File: src/rtl/song_player.sv
// Song sequencer: steps a 13-bit ROM of {dur, note} words, drives Pin_Note for dur*TICKS_PER_UNIT, then GAP_TICKS of silence.
// Two-cycle ROM fetch per note; pause freezes playback in place; start restarts from address 0 from any state.
module song_player #(
  parameter int TICKS_PER_UNIT = 12_500_000,
  parameter int GAP_TICKS      = 1_250_000,
  parameter int ADDR_W         = 5
) (
  input  logic              clk,
  input  logic              rst,
  input  logic              start,
  input  logic              pause,
  input  logic              loop_en,
  output logic [ADDR_W-1:0] rom_addr,
  input  logic [12:0]       rom_data,
  output logic [9:0]        Pin_Note,
  output logic              busy,
  output logic              done
);

  // GAP_TICKS is expected to fit within the 7-unit counter range.
  localparam int CNT_W = $clog2(7 * TICKS_PER_UNIT + 1);
  localparam logic [CNT_W-1:0] GAP_LAST = CNT_W'(GAP_TICKS - 1);

  typedef enum logic [2:0] {IDLE, FETCH, PLAY, GAP, PAUSED} state_t;

  state_t            state, state_n, saved, saved_n;
  logic [CNT_W-1:0]  cnt, cnt_n, play_last;
  logic              fph, fph_n;
  logic [9:0]        note_r, note_n, pin_n;
  logic [2:0]        dur_r, dur_n;
  logic [ADDR_W-1:0] addr_n;
  logic              done_n;

  assign play_last = CNT_W'(32'(dur_r) * TICKS_PER_UNIT - 1);

  always_comb begin
    state_n = state;
    saved_n = saved;
    cnt_n   = cnt;
    fph_n   = fph;
    note_n  = note_r;
    dur_n   = dur_r;
    addr_n  = rom_addr;
    pin_n   = Pin_Note;
    done_n  = 1'b0;
    if (start) begin
      state_n = FETCH;
      addr_n  = '0;
      cnt_n   = '0;
      fph_n   = 1'b0;
      pin_n   = '0;
    end else begin
      case (state)
        IDLE: pin_n = '0;
        FETCH: begin
          pin_n = '0;
          if (!fph) begin
            fph_n = 1'b1;
          end else begin
            // rom_data now reflects rom_addr issued on the previous cycle
            fph_n  = 1'b0;
            note_n = rom_data[9:0];
            dur_n  = rom_data[12:10];
            cnt_n  = '0;
            if (rom_data[12:10] == 3'd0) begin
              if (loop_en) begin
                state_n = FETCH;
                addr_n  = '0;
              end else begin
                state_n = IDLE;
                done_n  = 1'b1;
              end
            end else begin
              state_n = PLAY;
              pin_n   = rom_data[9:0];
            end
          end
        end
        PLAY: begin
          pin_n = note_r;
          if (cnt == play_last) begin
            state_n = GAP;
            cnt_n   = '0;
            pin_n   = '0;
          end else begin
            // The cycle that sees pause still counts, so total PLAY time is exact.
            cnt_n = cnt + 1'b1;
            if (pause) begin
              state_n = PAUSED;
              saved_n = PLAY;
            end
          end
        end
        GAP: begin
          pin_n = '0;
          if (cnt == GAP_LAST) begin
            state_n = FETCH;
            addr_n  = rom_addr + 1'b1;
            cnt_n   = '0;
          end else begin
            cnt_n = cnt + 1'b1;
            if (pause) begin
              state_n = PAUSED;
              saved_n = GAP;
            end
          end
        end
        PAUSED: if (!pause) state_n = saved;
        default: state_n = IDLE;
      endcase
    end
  end

  always_ff @(posedge clk) begin
    if (!rst) begin
      state    <= IDLE;
      saved    <= IDLE;
      cnt      <= '0;
      fph      <= 1'b0;
      note_r   <= '0;
      dur_r    <= '0;
      rom_addr <= '0;
      Pin_Note <= '0;
      busy     <= 1'b0;
      done     <= 1'b0;
    end else begin
      state    <= state_n;
      saved    <= saved_n;
      cnt      <= cnt_n;
      fph      <= fph_n;
      note_r   <= note_n;
      dur_r    <= dur_n;
      rom_addr <= addr_n;
      Pin_Note <= pin_n;
      busy     <= (state_n != IDLE);
      done     <= done_n;
    end
  end

endmodule
File: config.mk
export PLATFORM = sky130hd
export DESIGN_NAME = song_player
export DESIGN_NICKNAME = d
export VERILOG_FILES = /design/src/rtl/song_player.sv
export SDC_FILE = /design/constraint.sdc
export NUM_CORES = 1
export LEC_CHECK = 0
export BUFFER_PORTS_ARGS = -buffer_cell sky130_fd_sc_hd__buf_2
export CAP_MARGIN = 20
export CORE_MARGIN = 2
export CORE_UTILIZATION = 58
export DETAILED_ROUTE_END_ITERATION = 12
export PLACE_DENSITY = 0.8
export SETUP_SLACK_MARGIN = 0.1
export SYNTH_ARGS = -nofsm -noshare
export SYNTH_HDL_FRONTEND = slang
export SYNTH_SLANG_ARGS = --single-unit
export TNS_END_PERCENT = 10
File: constraint.sdc
create_clock -name clk -period 10.5 [get_ports clk]
set_clock_uncertainty 0.05 [all_clocks]
set_input_delay 1.05 -clock clk [delete_from_list [all_inputs] [get_ports clk]]
set_output_delay 1.05 -clock clk [all_outputs]
set_load 0.005 [all_outputs]
==> summary.md <==
| Metric | Value |
|---|---|
| Critical R2R Launch | dur_r[0] |
| R2R Path End | cnt[20] |
| Seq pwr share | 44.7% |
| Yosys warnings | 0 |
| Resized Gates After CTS | 0 |
| H-tree depth | 3 |
| Post-synth top cells | 63 x dfxtp_1, 61 x nor2_1, 38 x clkbuf_1 |
| Ant diodes | 0 |
| Initial DRC Count | 337 |
| Final Hold Fails | 0 |
| Core Util, Final | 64.30% |
| Antenna violation net count after detailed routing | 0 |
| Synth Area in Adders | 5.518% |
| Global-route wire length before repair | 21850 microns |
| Hold Startpoint | Pin_Note[8] |
| # port buffers | 34 |
| Ports | 35 |
| Synth area leaders | dfxtp_1 26%, xnor2_1 5.0%, nor2_1 4.6% |
| Post-Synth XOR/XNOR Area | 9.542% |
| Final wirelength | 13100 microns |
| Most used cell, CP | fa_1 |
| R2r setup slk | 4460 ps |
| Max_cap viols | 0 |
| Avg Vias per Cell | 6.656 |
| Fmax achieved | 165.6 MHz |
| Initial antenna violation count | 0 |
| DIE WIDTH | 96.32 microns |
| Wire length per cell | 18.17 microns |
| P&R area growth vs syn | 7.416% |
| Reg2Reg Depth | 14 |
| Grt ovf | 0 |
| # clock sinks | 63 |
| Outcome | complete, no violations |
| Final TNS setup | 0 ps |
| Final nets | 649 |
| Max Slew Vio Count | 0 |
| Hold-fix buffers, CTS | 0 |
| Post-DP Area | 5080 sq um |
| Tightest Pin Transition | 1075 ps |
| Hold Path End | Pin_Note[8] |
| Vias in the first global route | 4573 |
| Synthesized flop and latch total | 63 |
| Yosys top cell by area | dfxtp_1 |
| P_int | 405.8 uW |
| Area of the die | 9278 sq um |
| Setup Buffers After CTS | 0 |
| Pre-antenna DRT Iters | 5 |
| DR DRC count | 0 |
| Routed via count | 4799 |
| Post-synthesis simple-gate area fraction | 29.69% |
| CP arrival | 6220 ps |
| Routability Congestion | 0.9171 |
| Starting Density | 59.86% |
| Crit Path Class | flip-flop to flip-flop |
| Mapped Area | 4943 sq um |
| Final instance area | 5310 sq um |
| Mapped Cells | 610 |
| Complex-gate fraction of the synthesized area | 21.08% |
| CTS tree | done |
| Syn_nets | 648 |
| Syn Area/Cell | 8.104 sq um |
| Sw Ratio | 25.32% |
| Sequential area share after synthesis | 25.51% |
| P per Cell Area | 102.3 nW/um^2 |
| Mux contribution to synthesized area | 3.265% |
| Ratio of cells with drive above 1 in the final layout | 12.18% |
| Worst-path maximum fanout | 18 |
| CP Capture Type | flip-flop |
| Dpl hpwl | 9235 microns |
| PnR worst setup slack | 4461 ps |
| Combinational share of power | 11.2% |
| Largest net degree at the start of global routing | 22 |
| Max_slew headroom | 27.99% |
| Crit path required time | 10680 ps |
| Critical-path top delay cell | nor4b_4 |
| Final Critical Period | 6039 ps |
| Most frequent cell after synthesis | dfxtp_1 |
| Post-synth EDFFs | 0 |
| Crit-path cells | fa_1 -> ha_1 -> inv_1 -> fa_1 -> or2_1 -> a2111oi_0 -> a211oi_1 -> a211oi_2 -> a21oi_1 -> nand2b_1 -> or4b_1 -> nor4b_4 -> nor3b_2 -> a221o_1 |
| Row count | 33 |
| Cell Count, Final, Fillers Out | 721 |
| Worst-path clk slew | 80 ps |
| Clk pwr share | 44.2% |
| Worst slack, placed | 4521 ps |
| Worst skew pair latency | 340 ps |
| Count of cell types in the netlist | 78 |
| GRT Total Usage | 29.67% |
| Yosys top cell area share | 25.51% |
| Multi-input logic area | 3418 sq um |
| Root Driver | clkbuf_8 |
| RSZ-0062 raised after global routing | false |
| Core area | 8258 sq um |
| Largest family of logic cells by synthesized area | simple AND/OR/NAND/NOR gates |
| Ys flop type | dfxtp_1 |
| DP Cell Count | 704 |
| Sw Pwr | 137.6 uW |
| Filler cell count | 714 |
| CP startpoint kind | flip-flop |
| Worst hold path class | flip-flop to flip-flop |
| Peak VDD IR | 124.3 uV |
| Leak | 0.002049 uW |
| Clock buffer depth | 2 |
| Endpoints failing setup | 0 |
| Cts bufs inserted | 9 |
| Max incr delay on CP | 740 ps |
| FFs w/ async S/R, synth | 0% |
| Storage cell area | 1261 sq um |
| Die Span Y | 96.32 microns |
| Final period util | 57.52% |
| Hold path depth | 2 |
## layout make-up
type	instances	area share [%]
Inverter	15	1.060
Timing Repair Buffer	40	4.147
Multi-Input combinational cell	482	64.37
Tap cell	105	2.474
Clock buffer	11	2.663
Sequential cell	63	23.75
Clock inverter	5	1.532
## power by group through the flow
stage	sequential [uW]	clock [uW]	combinational, uW
2_1_floorplan	247	0	44.7
3_3_place_gp	248	0	57.5
3_5_place_dp	248	0	58.7
4_1_cts	242	242	59.3
5_1_grt	243	252	66.3
6_report	243	240	60.6
## how the worst max path moves through the flow
stage | start | endpoint | slack, ps
final | dur_r[0] | cnt[20] | 4460
after global routing | dur_r[0] | cnt[23] | 3940
after CTS | dur_r[0] | cnt[20] | 4480
after detailed placement | dur_r[0] | cnt[20] | 4520
after global placement | dur_r[0] | cnt[20] | 4630
after floorplan | dur_r[0] | cnt[23] | 5650
## layer usage
layer,share of wire (%),routed length [microns],GRT usage [%],up-vias
li1,-,-,-,2258
met2,48,6347,51.68,230
met1,42,5567,37.33,2288
met3,7.5,980,5.168,23
met5,0,0,0,-
met4,1.6,207,8.920,0
## per-stage QoR
stage	hold WS, ps	total power, uW
after floorplan	399.8	291.4
after global placement	417.0	305.3
after detailed placement	434.7	306.6
after CTS	450.4	543.7
after global routing	478.3	560.7
final	445.3	543.4
## worst max-delay path, delay by kind of cell, from the launching register on
kind,cells,cell delay (ps)
flip-flops,1,490
AND/OR/NAND/NOR,5,2200
adder cells (fa/ha/maj),3,1450
AO/OA/AOI/OAI,5,1640
buffers and inverters,1,80
## state kept, by name, indices dropped and copies added (netlist names)
signal and cells:
state 3, busy 1, fph 1, rom_addr 5
cnt 27, note_r 10, done 1, Pin_Note 10
saved 2, dur_r 3
## cells in the final DEF, fill, tap and decap left out, drive strengths merged, types with 10 or more instances in the layout
cell,count
dfxtp,63
nor2,61
buf,40
nand2,31
xnor2,28
nand3,25
nand4,24
nor3,23
o21ai,21
nor2b,19
xor2,18
a21oi,17
ha,17
inv,15
nand2b,15
mux2i,15
a221o,12
a221oi,11
clkbuf,11
nor4,10
## cell families (layout without fill, tap and decap cells)
logic type | after synthesis | in the layout
buf+inv | 65 | 71
xor+xnor | 49 | 49
compound gates | 133 | 133
mux | 16 | 16
flops | 63 | 63
simple gates | 264 | 264
fa+ha+maj | 20 | 20
No activity file was read; power rests on OpenSTA's default activity.
